`src/rtl/poly_alu_seq.sv`:
```
// Issue/writeback sequencer for one polynomial ALU pass: streams N_COEF RAM tuples
// through the fixed-latency ALU and writes each result pair back to its source address.
module poly_alu_seq #(
  parameter int N_COEF  = 256,
  parameter int ADDR_W  = 8,
  parameter int DATA_W  = 24,
  parameter int RD_LAT  = 1,
  parameter int ALU_LAT = 5
) (
  input  logic              poly_clk,
  input  logic              poly_rst,
  input  logic              start,
  input  logic              pause,
  input  logic [9:0]        op_mode,
  output logic              busy,
  output logic              done,
  output logic              err,
  output logic              rd_en,
  output logic [ADDR_W-1:0] rd_addr,
  input  logic [DATA_W-1:0] rd_data0,
  input  logic [DATA_W-1:0] rd_data1,
  input  logic [DATA_W-1:0] rd_data2,
  input  logic [DATA_W-1:0] rd_data3,
  output logic              alu_enable,
  output logic [9:0]        alu_mode,
  output logic [DATA_W-1:0] alu_din0,
  output logic [DATA_W-1:0] alu_din1,
  output logic [DATA_W-1:0] alu_din2,
  output logic [DATA_W-1:0] alu_din3,
  input  logic              alu_valid,
  input  logic [DATA_W-1:0] alu_dout0,
  input  logic [DATA_W-1:0] alu_dout1,
  output logic              wr_en,
  output logic [ADDR_W-1:0] wr_addr,
  output logic [DATA_W-1:0] wr_data0,
  output logic [DATA_W-1:0] wr_data1
);

  localparam int TRK_D = RD_LAT + ALU_LAT;
  localparam int CNT_W = ADDR_W + 1;
  localparam logic [CNT_W-1:0] LAST_IDX = CNT_W'(N_COEF - 1);

  localparam logic [1:0] ST_IDLE  = 2'd0;
  localparam logic [1:0] ST_ISSUE = 2'd1;
  localparam logic [1:0] ST_DRAIN = 2'd2;
  localparam logic [1:0] ST_FIN   = 2'd3;

  logic [1:0]       state_q, state_d;
  logic [CNT_W-1:0] issue_cnt_q, issue_cnt_d;
  logic [CNT_W-1:0] wb_cnt_q, wb_cnt_d;
  logic [9:0]       mode_q, mode_d;
  logic             err_q, err_d;

  logic              en_dly_q [RD_LAT];
  logic              trk_v_q [TRK_D];
  logic [ADDR_W-1:0] trk_a_q [TRK_D];
  logic [DATA_W-1:0] rd_data_w [4];
  logic [DATA_W-1:0] din_hold_q [4];
  logic [DATA_W-1:0] alu_din_w [4];

  logic tail_v;
  logic wb_fire;
  logic spurious;

  assign rd_en   = (state_q == ST_ISSUE) && !pause;
  assign rd_addr = (state_q == ST_ISSUE) ? issue_cnt_q[ADDR_W-1:0] : '0;

  // Read-strobe delay line: alu_enable lines up with the cycle rd_data is valid.
  generate
    for (genvar gi = 0; gi < RD_LAT; gi++) begin : g_en_dly
      if (gi == 0) begin : g_head
        always_ff @(posedge poly_clk) begin
          if (poly_rst) en_dly_q[gi] <= 1'b0;
          else          en_dly_q[gi] <= rd_en;
        end
      end else begin : g_body
        always_ff @(posedge poly_clk) begin
          if (poly_rst) en_dly_q[gi] <= 1'b0;
          else          en_dly_q[gi] <= en_dly_q[gi-1];
        end
      end
    end
  endgenerate

  assign alu_enable = en_dly_q[RD_LAT-1];

  assign rd_data_w[0] = rd_data0;
  assign rd_data_w[1] = rd_data1;
  assign rd_data_w[2] = rd_data2;
  assign rd_data_w[3] = rd_data3;

  // Operands follow rd_data while enabled and freeze on the last captured tuple otherwise.
  generate
    for (genvar gi = 0; gi < 4; gi++) begin : g_din
      always_ff @(posedge poly_clk) begin
        if (poly_rst)        din_hold_q[gi] <= '0;
        else if (alu_enable) din_hold_q[gi] <= rd_data_w[gi];
      end
      assign alu_din_w[gi] = alu_enable ? rd_data_w[gi] : din_hold_q[gi];
    end
  endgenerate

  assign alu_din0 = alu_din_w[0];
  assign alu_din1 = alu_din_w[1];
  assign alu_din2 = alu_din_w[2];
  assign alu_din3 = alu_din_w[3];

  // {valid, addr} tracker spanning RAM + ALU latency; its tail pairs with alu_valid.
  generate
    for (genvar gi = 0; gi < TRK_D; gi++) begin : g_trk
      if (gi == 0) begin : g_head
        always_ff @(posedge poly_clk) begin
          if (poly_rst) begin
            trk_v_q[gi] <= 1'b0;
            trk_a_q[gi] <= '0;
          end else begin
            trk_v_q[gi] <= rd_en;
            trk_a_q[gi] <= rd_addr;
          end
        end
      end else begin : g_body
        always_ff @(posedge poly_clk) begin
          if (poly_rst) begin
            trk_v_q[gi] <= 1'b0;
            trk_a_q[gi] <= '0;
          end else begin
            trk_v_q[gi] <= trk_v_q[gi-1];
            trk_a_q[gi] <= trk_a_q[gi-1];
          end
        end
      end
    end
  endgenerate

  assign tail_v   = trk_v_q[TRK_D-1];
  assign wb_fire  = alu_valid && tail_v;
  assign spurious = alu_valid && !tail_v;

  assign wr_en    = wb_fire;
  assign wr_addr  = wb_fire ? trk_a_q[TRK_D-1] : '0;
  assign wr_data0 = wb_fire ? alu_dout0 : '0;
  assign wr_data1 = wb_fire ? alu_dout1 : '0;

  always_comb begin
    state_d     = state_q;
    issue_cnt_d = issue_cnt_q;
    wb_cnt_d    = wb_cnt_q;
    mode_d      = mode_q;
    err_d       = err_q;
    if (spurious) err_d = 1'b1;
    if (wb_fire)  wb_cnt_d = wb_cnt_q + CNT_W'(1);
    case (state_q)
      ST_IDLE: begin
        if (start) begin
          mode_d      = op_mode;
          err_d       = 1'b0;
          issue_cnt_d = '0;
          wb_cnt_d    = '0;
          state_d     = ST_ISSUE;
        end
      end
      ST_ISSUE: begin
        if (!pause) begin
          issue_cnt_d = issue_cnt_q + CNT_W'(1);
          if (issue_cnt_q == LAST_IDX) state_d = ST_DRAIN;
        end
      end
      ST_DRAIN: begin
        if (wb_fire && (wb_cnt_q == LAST_IDX)) state_d = ST_FIN;
      end
      ST_FIN:  state_d = ST_IDLE;
      default: state_d = ST_IDLE;
    endcase
  end

  always_ff @(posedge poly_clk) begin
    if (poly_rst) begin
      state_q     <= ST_IDLE;
      issue_cnt_q <= '0;
      wb_cnt_q    <= '0;
      mode_q      <= '0;
      err_q       <= 1'b0;
    end else begin
      state_q     <= state_d;
      issue_cnt_q <= issue_cnt_d;
      wb_cnt_q    <= wb_cnt_d;
      mode_q      <= mode_d;
      err_q       <= err_d;
    end
  end

  assign busy     = (state_q != ST_IDLE);
  assign done     = (state_q == ST_FIN);
  assign err      = err_q;
  assign alu_mode = mode_q;

endmodule
```
`config.mk`:
```
export PLATFORM = sky130hd
export DESIGN_NAME = poly_alu_seq
export DESIGN_NICKNAME = d
export VERILOG_FILES = /design/src/rtl/poly_alu_seq.sv
export SDC_FILE = /design/constraint.sdc
export NUM_CORES = 1
export LEC_CHECK = 0
export CAP_MARGIN = 10
export CORE_ASPECT_RATIO = 1.2
export CORE_MARGIN = 5
export CORE_UTILIZATION = 39
export CTS_CLUSTER_DIAMETER = 100
export DETAILED_ROUTE_END_ITERATION = 10
export MAX_ROUTING_LAYER = met4
export PLACE_DENSITY = 0.77
export SYNTH_ARGS = -nofsm -noshare
export SYNTH_HDL_FRONTEND = slang
export SYNTH_SLANG_ARGS = --single-unit
```
`constraint.sdc`:
```
create_clock -name poly_clk -period 2.28 [get_ports poly_clk]
set_input_delay 0.342 -clock poly_clk [delete_from_list [all_inputs] [get_ports poly_clk]]
set_output_delay 0.342 -clock poly_clk [all_outputs]
set_load 0.005 [all_outputs]
```
# [Word-level counts from Yosys, hierarchy flattened]
# Memories as Yosys holds them, arrays and structs flattened.
# Cells that the tools add are included.
[word_totals] reg_bits=31 ramBits=151 inputBits=159 output_inout_bits=176 elab_cells=95 memories=4
[memory_table] name="din_hold_q" words=4 width=24 rd=4 rd_clocked_by_memory_dff=0 wr=4 line_no="58" rtl="logic [DATA_W-1:0] din_hold_q [4];"
[memory_table] name="trk_a_q" words=6 width=8 rd=6 rd_clocked_by_memory_dff=0 wr=6 line_no="56" rtl="logic [ADDR_W-1:0] trk_a_q [TRK_D];"
[memory_table] name="trk_v_q" words=6 width=1 rd=6 rd_clocked_by_memory_dff=0 wr=6 line_no="55" rtl="logic trk_v_q [TRK_D];"
[memory_table] name="en_dly_q" words=1 width=1 rd=1 rd_clocked_by_memory_dff=0 wr=1 line_no="54" rtl="logic en_dly_q [RD_LAT];"
[classes] add_sub_neg=2 n_eq_ne=9 muxes=46 bitwise_logic=16 reduce_logical=13
[op_table] operator="two-way mux 24 bit" n=10
[op_table] operator="two-way mux 8 bit" n=8
[op_table] operator="two-way mux 9 bit" n=5
[op_table] operator="adder 9 x 1 -> 9 bit, second input constant" n=2
[op_table] operator="== test 9 x 8 -> 1 bit, second input constant" n=2
[op_table] operator="case mux 9 bit (2 select lines)" n=1
[op_table] operator="two-way mux 1 bit" n=17
[op_table] operator="OR 1 bit" n=16
[op_table] operator="two-way mux 2 bit" n=4
[op_table] operator="case mux 2 bit (4 select lines)" n=1
[op_table] operator="!= test 2 bit, second input constant" n=3
[op_table] operator="== test 2 bit, second input constant" n=2
[op_table] operator="logical AND 1 bit" n=4
[op_table] operator="AND reduction 4 bit" n=1
[op_table] operator="nonzero test 2 bit" n=2
[op_table] operator="AND reduction 3 bit" n=1
[op_table] operator="== test 2 x 1 -> 1 bit, second input constant" n=1
[op_table] operator="logical NOT 1 bit" n=2
[op_table] operator="logical NOT 2 bit" n=1
[op_table] operator="!= test 2 x 1 -> 1 bit, second input constant" n=1
[op_table] operator="AND reduction 2 bit" n=1
[op_table] operator="OR reduction 1 bit" n=1

# [Depth between registers and ports, before layout]
[logic_depth] depth_word=5 mapped_depth=7 mapped_depth_nobuf=7

# [Worst setup path before layout]
# No wires, ideal clock.
[synth_timing] kind="reg2reg" from="mem en_dly_q[0]" to="mem din_hold_q[0][0] (enable)" setup_time_ps=414 arrival_ps=2132 required_ps=1866 setup_slack_ps=-265 path_stages_with_launch=5 path_buffers=3 path_cell_list="dfxtp_1 -> buf_2 -> buf_2 -> buf_2 -> or2_2"
[synth_rtl] item="start: declaration" line_no="54"
[synth_rtl] item="end: declaration" line_no="58"

# [Final worst setup path]
[layout_timing] from="mem en_dly_q[0]" to="out alu_din3[13]"
[layout_via] elab_chain_len=2
[layout_lines] item="memory (1 x 1 bit)"
[layout_lines] item="two-way mux 24 bit" line_no="99" rtl="assign alu_din_w[gi] = alu_enable ? rd_data_w[gi] : din_hold_q[gi];"
[layout_lines] item="end: declaration" line_no="29" rtl="output logic [DATA_W-1:0] alu_din3,"
# No other way between the ends.

==> flow_results.xml <==
<?xml version="1.0" encoding="UTF-8"?>
<metrics>
  <group name="status">
    <metric name="status" unit="">finished clean</metric>
  </group>
  <group name="logic_synthesis">
    <metric name="nets_in_the_synthesized_netlist" unit="">851</metric>
    <metric name="yosys.cell_types.count" unit="">36</metric>
    <metric name="synth_edf_count" unit="">96</metric>
    <metric name="post_synth_instance_area" unit="mm^2">0.00809</metric>
    <metric name="postSynth.topFlopCell" unit="">sky130_fd_sc_hd__edfxtp_1</metric>
    <metric name="postSynthCellCount" unit="">684</metric>
    <metric name="syn_avg_cell_area" unit="um^2">11.8</metric>
    <metric name="synth_warnings" unit="">0</metric>
    <metric name="yosysSeqAreaShare" unit="%">56.7</metric>
    <metric name="ys_async_sr_fraction" unit="%">0</metric>
    <metric name="ys_ff_latch" unit="">181</metric>
  </group>
  <group name="sta">
    <metric name="report.final.hold_viol_count" unit="">0</metric>
    <metric name="final_min_period_over_clock_period" unit="%">97.4</metric>
    <metric name="grt_setup_unrepaired" unit="">true</metric>
    <metric name="slew-limit-headroom" unit="%">34.0</metric>
    <metric name="hold_ws" unit="ns">0.398</metric>
    <metric name="worst_pin_slew" unit="ns">0.963</metric>
    <metric name="tns" unit="ns">0</metric>
    <metric name="final-max-slew-violation-count" unit="">0</metric>
    <metric name="final.min_clock_period" unit="ns">2.22</metric>
    <metric name="timing.fmax" unit="MHz">450</metric>
    <metric name="setup_skew_after_layout" unit="ns">0.0133</metric>
    <metric name="final_setup_violations" unit="">0</metric>
  </group>
  <group name="drt">
    <metric name="vias_per_cell" unit="">4.74</metric>
    <metric name="drt.antenna.violating_nets" unit="">0</metric>
    <metric name="wirelength" unit="mm">22.2</metric>
    <metric name="drt_first_iter_violations" unit="">295</metric>
    <metric name="detailedRoute.firstPassIterationCount" unit="">4</metric>
    <metric name="detailroute.via_count" unit="">6194</metric>
    <metric name="post_drt_wl_per_cell" unit="um">17.0</metric>
    <metric name="drc_errors" unit="">0</metric>
  </group>
  <group name="place">
    <metric name="portBuffers" unit="">334</metric>
    <metric name="place.detailed.instances" unit="">1254</metric>
    <metric name="place_hpwl" unit="mm">16.1</metric>
    <metric name="globalplace.congestion" unit="">0.886</metric>
  </group>
  <group name="floorplanning">
    <metric name="core_area" unit="mm^2">0.0203</metric>
    <metric name="ios" unit="">335</metric>
    <metric name="die_width" unit="um">141</metric>
    <metric name="initial_utilization" unit="%">39.8</metric>
    <metric name="die-height" unit="um">168</metric>
    <metric name="core.rowCount" unit="">57</metric>
    <metric name="area_of_the_die" unit="mm^2">0.0237</metric>
  </group>
  <group name="clocking">
    <metric name="ctsHoldBuffers" unit="">0</metric>
    <metric name="buffer_type_at_the_clock_tree_root" unit="">sky130_fd_sc_hd__clkbuf_16</metric>
    <metric name="ctsHtreeMaxLevel" unit="">4</metric>
    <metric name="cts_tree" unit="">built</metric>
    <metric name="clock_path_buffers" unit="">2</metric>
    <metric name="cts_made_buffers" unit="">17</metric>
    <metric name="clk_pin_slew_worst_paths" unit="ns">0.07</metric>
    <metric name="insertion_delay" unit="ns">0.43</metric>
    <metric name="tritoncts_num_sinks" unit="">181</metric>
  </group>
  <group name="layout">
    <metric name="final_cell_mix" unit="">279 x sky130_fd_sc_hd__clkdlybuf4s50_1, 113 x sky130_fd_sc_hd__and2_1, 96 x sky130_fd_sc_hd__mux2_2, 96 x sky130_fd_sc_hd__edfxtp_1, 83 x sky130_fd_sc_hd__dfxtp_1</metric>
    <metric name="layout_commonest_cell" unit="">sky130_fd_sc_hd__clkdlybuf4s50_1</metric>
    <metric name="seq_area" unit="mm^2">0.00459</metric>
    <metric name="final-instance-count-excl-fill" unit="">1307</metric>
    <metric name="drive_gt1_share" unit="%">16.9</metric>
    <metric name="final.fill_count" unit="">1661</metric>
    <metric name="final_core_utilization" unit="%">62.0</metric>
    <metric name="area_growth" unit="%">55.7</metric>
    <metric name="area_of_the_multi_input_gates" unit="mm^2">0.00325</metric>
    <metric name="fin_nets" unit="">1195</metric>
  </group>
  <group name="global_routing">
    <metric name="grt_pass1_wl" unit="mm">33.3</metric>
    <metric name="globalRouteOverflowTotal" unit="">0</metric>
    <metric name="first_global_vias" unit="">6068</metric>
    <metric name="largest_net_degree_at_the_start_of_global_routing" unit="">63</metric>
    <metric name="grt_antenna_before_repair" unit="">1</metric>
    <metric name="grt.total_usage" unit="%">18.2</metric>
  </group>
  <group name="critical_path">
    <metric name="worstPathArrival" unit="ns">1.88</metric>
    <metric name="criticalPathCategory" unit="">flip-flop to primary output</metric>
    <metric name="cp_slowest_cell" unit="">sky130_fd_sc_hd__clkdlybuf4s50_1</metric>
    <metric name="timing.critical_path.buf_inv" unit="">3</metric>
    <metric name="cp_cell_sequence" unit="">buf_4 -&gt; buf_12 -&gt; mux2_2 -&gt; clkdlybuf4s50_1</metric>
    <metric name="path_max_fanout" unit="">16</metric>
    <metric name="startpoint" unit="">en_dly_q[0]</metric>
    <metric name="critical_path_source_type" unit="">flip-flop</metric>
    <metric name="max_stage_delay" unit="ns">0.45</metric>
    <metric name="critical_path_required" unit="ns">1.94</metric>
    <metric name="timing.rr.start" unit="">state_q[1]</metric>
    <metric name="critPathCaptureType" unit="">primary output</metric>
    <metric name="path_delay_family" unit="">buffers and inverters</metric>
  </group>
  <group name="pwr">
    <metric name="static-leakage-power" unit="nW">5.16</metric>
    <metric name="vdd_ir_drop_max" unit="mV">0.500</metric>
    <metric name="power_density" unit="mW/mm^2">697</metric>
  </group>
  <group name="hold_path">
    <metric name="hp-class" unit="">primary input to flip-flop</metric>
    <metric name="timing.hold.worst.start" unit="">poly_rst</metric>
  </group>
  <group name="run">
    <metric name="max_cap_viols" unit="">0</metric>
  </group>
</metrics>
[final timing paths]
path	cells after the start	endpoint	slack (ns)
max	4	alu_din3[13]	0.06
min	3	en_dly_q[0]	0.40
max reg2reg	5	issue_cnt_q[1]	0.38
min reg2reg	1	trk_a_q[3][6]	0.43
[cell type report]
class | instances | area share [%]
Antenna cell | 1 | 0.0199
Clock buffer | 22 | 3.81
Clock inverter | 10 | 0.745
Inverter | 10 | 0.298
Multi-Input combinational cell | 443 | 25.8
Sequential cell | 181 | 36.4
Tap cell | 265 | 2.63
Timing Repair Buffer | 375 | 30.2
[sequential cells by signal, summed over array words and instances (netlist names)]
| signal | flops |
|---|---|
| trk_v_q | 5 |
| din_hold_q | 96 |
| alu_mode | 10 |
| en_dly_q | 1 |
| state_q | 2 |
| trk_a_q | 48 |
| issue_cnt_q | 9 |
| wb_cnt_q | 9 |
| err | 1 |
[worst min-delay path, cell delays in order]
cell and delay, ns:
sky130_fd_sc_hd__buf_2 0.08, sky130_fd_sc_hd__buf_4 0.27, sky130_fd_sc_hd__nor2b_1 0.08
[metal layers]
metal  part of all wire, %  GRT usage, %  vias to the layer above
met5                     0             -                        -
met4                   2.9          7.72                        0
met3                   4.7          3.59                       42
met2                    51          30.7                      197
met1                    41          21.1                     2886
li1                      -             -                     3069
[stage by stage]
stage                     area, um^2  setup slack, ns  power, mW
after floorplan                 8090            0.210       4.78
after global placement         11800            0.137       5.95
after detailed placement       11800            0.114       5.98
after CTS                      12400          -0.0146       8.79
after global routing           12600          -0.0105       9.17
final                          12600           0.0584       8.78
[power breakdown]
| group | internal (mW) | switching [mW] |
|---|---|---|
| combinational | 1.27 | 0.875 |
| sequential | 3.69 | 0.0874 |
| clock | 1.62 | 1.24 |
| total | 6.58 | 2.20 |
[kinds of logic after synthesis]
family	count (synthesis)	synth area share, %
flops	181	56.7
compound gates	39	2.85
xor+xnor	2	0.217
mux	101	14.0
fa+ha+maj	8	1.24
simple gates	293	21.8
buf+inv	60	3.26
[synthesized netlist by cell type, drive strengths merged (4+ instances only)]
cell	n	area share [%]
o21ai	5	0.31
mux2i	5	0.62
nand2	28	1.3
edfxtp	96	36
inv	10	0.46
nand3	9	0.56
nor2	6	0.28
nand4	4	0.31
mux2	96	13
a21oi	23	1.4
buf	17	1.2
and2	114	8.8
nand2b	7	0.54
clkbuf	33	1.6
nand3b	5	0.46
nor2b	48	3.7
and3	56	4.3
dfxtp	85	21
ha	8	1.2
[timing repair]
action / 4_1_cts / 5_1_grt
setup buffers: 1 / 17
gates cloned: 0 / 2
setup endpoints to repair: 100 / 45
resized for setup: 49 / 16
Power figures use the tool's default switching activity.
==> edit 1 (same settings) <==
`ADDR_W`: 8 -> 7.
--- a/src/rtl/poly_alu_seq.sv
+++ b/src/rtl/poly_alu_seq.sv
@@ -2,7 +2,7 @@
 // through the fixed-latency ALU and writes each result pair back to its source address.
 module poly_alu_seq #(
   parameter int N_COEF  = 256,
-  parameter int ADDR_W  = 8,
+  parameter int ADDR_W  = 7,
   parameter int DATA_W  = 24,
   parameter int RD_LAT  = 1,
   parameter int ALU_LAT = 5
Interface: changed (resized rd_addr and wr_addr); port bits go from 335 to 333. No check against the original RTL was run, so the function may have changed too.
==> edit 1 against the original RTL <==
Clock power fell by 5%. Worst setup slack got worse by 0.020 ns. Sequential cell count fell by 8. Via count fell by 5.0%. Routed wire length fell by 3.1%. Core utilization rose by 0.36 points. Total power fell by 3.8%. Fmax fell by 0.90%. Cell area fell by 3.6%. Synthesized area fell by 4.6%. Largest power group unchanged.
==> edit 1: results <==
{
  "run_status": "complete, no violations",
  "maxCapViolations": 0,
  "numPortBuffers": 332,
  "combPwrFrac_pct": 24.8,
  "ys_seq_area_share_pct": 57.4,
  "synth_fp_nets": 810,
  "synth_edf_count": 96,
  "maxUsedRoutingLayer": "met4",
  "muxShareOfSynthArea_pct": 14.4,
  "internal-power_uw": 6380,
  "dp.cells": 1214,
  "antenna_found_initial": 2,
  "pg_seq_uw": 3630,
  "first_iter_violations": 257,
  "wl_met2_um": 11100,
  "peakVddDrop_uv": 444,
  "routabilityCongestion": 0.880,
  "hold_class": "flop to flop",
  "whs_endpoint": "trk_a_q[3][0]",
  "drive_gt1_share_pct": 16.3,
  "nets": 1146,
  "fin_skew_ns": 0.0154,
  "yosys_warnings": 0,
  "synth_cell_type_count": 35,
  "synthAdderAreaFrac_pct": 0.973,
  "min_path_cells": 1,
  "met3_length_um": 1160,
  "path_max_fanout": 21,
  "fill_cells": 1605,
  "ys_top_cells_by_area": "edfxtp_1 37%, dfxtp_1 20%, mux2_2 14%",
  "p_leak_uw": 0.00486,
  "worstReg2RegEnd": "issue_cnt_q[4]",
  "grt_max_degree": 60,
  "hpwl_um": 15700,
  "timing.rr.start": "state_q[0]",
  "cts_max_level": 4,
  "wl_per_cell_um": 17.1,
  "m1WireLength_um": 8770,
  "cp.arrival_ns": 1.90,
  "synth_xor_area_share_pct": 1.36,
  "r2r.worst_path.cells": 6,
  "total_power_uw": 8440,
  "holdCritStartpoint": "trk_a_q[2][0]",
  "num_vias": 5883,
  "synth_compound_area_share_pct": 1.62,
  "slew_headroom_pct": 56.3,
  "synthTopCellsByCount": "112 x and2_1, 96 x edfxtp_1, 96 x mux2_2, 77 x dfxtp_1, 57 x and3_1",
  "syn_inst": 645,
  "grt_pass1_vias": 5938,
  "grt_pass1_wl_um": 32500,
  "cts-root-buf": "clkbuf_16",
  "grt_usage_pct": 18.6,
  "routed_via_density": 4.67
}
edit 1: how the worst max path moves through the flow:
stage / end / slack [ns] / start
after CTS: alu_din1[21] / -0.005 / en_dly_q[0]
final: alu_din1[21] / 0.04 / en_dly_q[0]
after floorplan: din_hold_q[0][0] / 0.12 / en_dly_q[0]
after global routing: alu_din2[3] / -0.02 / en_dly_q[0]
after detailed placement: wr_data0[11] / 0.16 / alu_valid
after global placement: wr_data0[11] / 0.16 / alu_valid
edit 1: per-layer routing:
metal  vias to the layer above  GRT usage (%)
met2                       220           31.7
li1                       2900              -
met1                      2722           20.9
met5                         -              -
met4                         0           7.46
met3                        41           4.83
edit 1: through the flow:
stage	setup WS [ns]	hold WS (ns)	area (um2)	setup TNS, ns	util, %
2_1_floorplan	0.121	0.414	7720	0	-
3_3_place_gp	0.161	0.417	11400	0	58.7
3_5_place_dp	0.156	0.421	11400	0	58.7
4_1_cts	-0.00495	0.431	12000	-0.0222	61.6
5_1_grt	-0.0219	0.450	12100	-0.216	62.3
6_report	0.0382	0.433	12100	0	62.3
edit 1: worst max-delay path, cell delays in order, from the launching register on:
cell and delay, ns:
dfxtp_4 0.36, buf_12 0.13, buf_12 0.17, mux2_2 0.35, clkdlybuf4s50_1 0.47
edit 1: area by class of cell:
cell class / count / area share [%]
timing repair buffer: 360 / 30.5
clock buffer: 21 / 3.80
antenna: 4 / 0.0825
inverter: 9 / 0.278
clock inverter: 11 / 0.742
sequential: 173 / 36.5
tap: 261 / 2.69
multi-input combinational: 420 / 25.4
edit 1: what timing repair did:
action / CTS / global route
gates resized for setup: 12 / 9
gates cloned: 0 / 2
setup buffers: 2 / 5
setup endpoints to repair: 96 / 71
==> edit 2 (same settings) <==
Made on the original files. Make the reset (`poly_rst`) asynchronous in 6 clocked blocks.
--- a/src/rtl/poly_alu_seq.sv
+++ b/src/rtl/poly_alu_seq.sv
@@ -69,12 +69,12 @@
   generate
     for (genvar gi = 0; gi < RD_LAT; gi++) begin : g_en_dly
       if (gi == 0) begin : g_head
-        always_ff @(posedge poly_clk) begin
+        always_ff @(posedge poly_clk or posedge poly_rst) begin
           if (poly_rst) en_dly_q[gi] <= 1'b0;
           else          en_dly_q[gi] <= rd_en;
         end
       end else begin : g_body
-        always_ff @(posedge poly_clk) begin
+        always_ff @(posedge poly_clk or posedge poly_rst) begin
           if (poly_rst) en_dly_q[gi] <= 1'b0;
           else          en_dly_q[gi] <= en_dly_q[gi-1];
         end
@@ -92,7 +92,7 @@
   // Operands follow rd_data while enabled and freeze on the last captured tuple otherwise.
   generate
     for (genvar gi = 0; gi < 4; gi++) begin : g_din
-      always_ff @(posedge poly_clk) begin
+      always_ff @(posedge poly_clk or posedge poly_rst) begin
         if (poly_rst)        din_hold_q[gi] <= '0;
         else if (alu_enable) din_hold_q[gi] <= rd_data_w[gi];
       end
@@ -109,7 +109,7 @@
   generate
     for (genvar gi = 0; gi < TRK_D; gi++) begin : g_trk
       if (gi == 0) begin : g_head
-        always_ff @(posedge poly_clk) begin
+        always_ff @(posedge poly_clk or posedge poly_rst) begin
           if (poly_rst) begin
             trk_v_q[gi] <= 1'b0;
             trk_a_q[gi] <= '0;
@@ -119,7 +119,7 @@
           end
         end
       end else begin : g_body
-        always_ff @(posedge poly_clk) begin
+        always_ff @(posedge poly_clk or posedge poly_rst) begin
           if (poly_rst) begin
             trk_v_q[gi] <= 1'b0;
             trk_a_q[gi] <= '0;
@@ -173,7 +173,7 @@
     endcase
   end
 
-  always_ff @(posedge poly_clk) begin
+  always_ff @(posedge poly_clk or posedge poly_rst) begin
     if (poly_rst) begin
       state_q     <= ST_IDLE;
       issue_cnt_q <= '0;
Formal check against the unedited RTL: differs if poly_rst is asserted again (counterexample within 4 cycles, from zero or initial values and one cycle with poly_rst high); with poly_rst held inactive, the same outputs for 4 cycles.
==> edit 2 against the original RTL <==
The flow now finishes with violations (negative setup slack). Cell count decreased by 15%. Synthesized area decreased by 14%. Sequential share of layout area increased by 2.7 points. Register-to-register slack about the same. Non-clock buffer count increased by 3. Cell area decreased by 8.1%. Sequential cell count unchanged. Routed wire length decreased by 8.9%. Core utilization increased by 3.9 points. Worst setup slack got worse by 0.069 ns.
Power is not compared: it rests on default switching activity, and its combinational part moved more than twofold at a synthesized area within 25%.
==> edit 2: results <==
{
  "routabilityCongestion": 0.782,
  "ys_async_sr_fraction_pct": 100,
  "cp.arrival_ns": 1.95,
  "violations": "negative setup slack",
  "synth_cell_type_count": 41,
  "grt_use_met1_pct": 21.4,
  "synthTopCellsByCount": "181 x dfrtp_1, 58 x and3_1, 56 x mux2_2, 41 x mux2_1, 41 x nand2_1",
  "p_leak_uw": 0.00553,
  "clk_latency_ns": 0.42,
  "finalSetupTns_ns": -0.0103,
  "syn_avg_cell_area_um2": 13.8,
  "routed_via_density": 4.77,
  "run_status": "complete, but fails checks",
  "ys_seq_area_share_pct": 65.0,
  "synth_fp_nets": 674,
  "met3_length_um": 1320,
  "grt_usage_pct": 19.6,
  "path_max_fanout": 12,
  "dpl_cell_area_um2": 10700,
  "m1WireLength_um": 7740,
  "grtUsageMet2_pct": 34.0,
  "ys_top_cells_by_area": "dfrtp_1 65%, mux2_2 9.0%, mux2_1 6.6%",
  "cts_max_level": 4,
  "slowest_stage": "dfrtp_4",
  "grt_pass1_wl_um": 30900,
  "synth_xor_area_share_pct": 1.01,
  "max_stage_delay_ns": 0.57,
  "fill_cells": 1315,
  "nets": 1042,
  "hpwl_um": 15100,
  "clk_pin_slew_ns": 0.06,
  "grt_max_degree": 109,
  "antenna_found_initial": 0,
  "wl_met2_um": 10500,
  "yosys_warnings": 0,
  "total_power_uw": 12900,
  "grt_pass1_vias": 5634,
  "slew_headroom_pct": 61.7,
  "cts_setup_buffers": 9,
  "wl_per_cell_um": 18.3,
  "timing.final.ws_setup_ns": -0.0103,
  "ys.flop_type": "dfrtp_1",
  "setup-violations-final": 1,
  "place_ws_ns": 0.158,
  "largest_reg_flops": 96,
  "drive_gt1_share_pct": 18.8,
  "routed_wirelength_um": 20300,
  "numPortBuffers": 334,
  "synth_compound_area_share_pct": 2.89,
  "muxShareOfSynthArea_pct": 15.7,
  "fin_skew_ns": 0.00594,
  "hold_class": "flop to flop",
  "gr-usage-met3_pct": 5.02,
  "synthAdderAreaFrac_pct": 1.62,
  "cts_resized": 123,
  "first_iter_violations": 165
}
## edit 2: cell type report
class	count	area [um2]	share of cell area, %
flip-flops and latches	181	4530	39.2
diodes	1	2.50	0.0216
well taps	220	275	2.38
clock buffers	18	439	3.80
inverters	9	37.5	0.325
clock inverters	14	195	1.69
multi-input cells	287	2340	20.3
repair buffers	378	3740	32.3
## edit 2: path summary, 6_finish.rpt
path                            depth (start not counted)             end            from  slack (ns)
min in group asynchronous                               3  din_hold_q[16]        poly_rst        0.41
worst max register to register                          8      state_q[1]  issue_cnt_q[0]        0.38
max in group asynchronous                               3      trk_v_q[5]        poly_rst        1.37
worst min-delay path                                    0     trk_a_q[35]     trk_a_q[43]        0.34
worst min register to register                          0     trk_a_q[35]     trk_a_q[43]        0.34
worst max-delay path                                    4     alu_din0[5]      trk_v_q[5]       -0.01
## edit 2: worst max-delay path: cells and delay by family (launching register included)
| kind | cells | cell delay, ns |
|---|---|---|
| mux | 1 | 0.33 |
| buf+inv | 3 | 0.62 |
| flops | 1 | 0.57 |
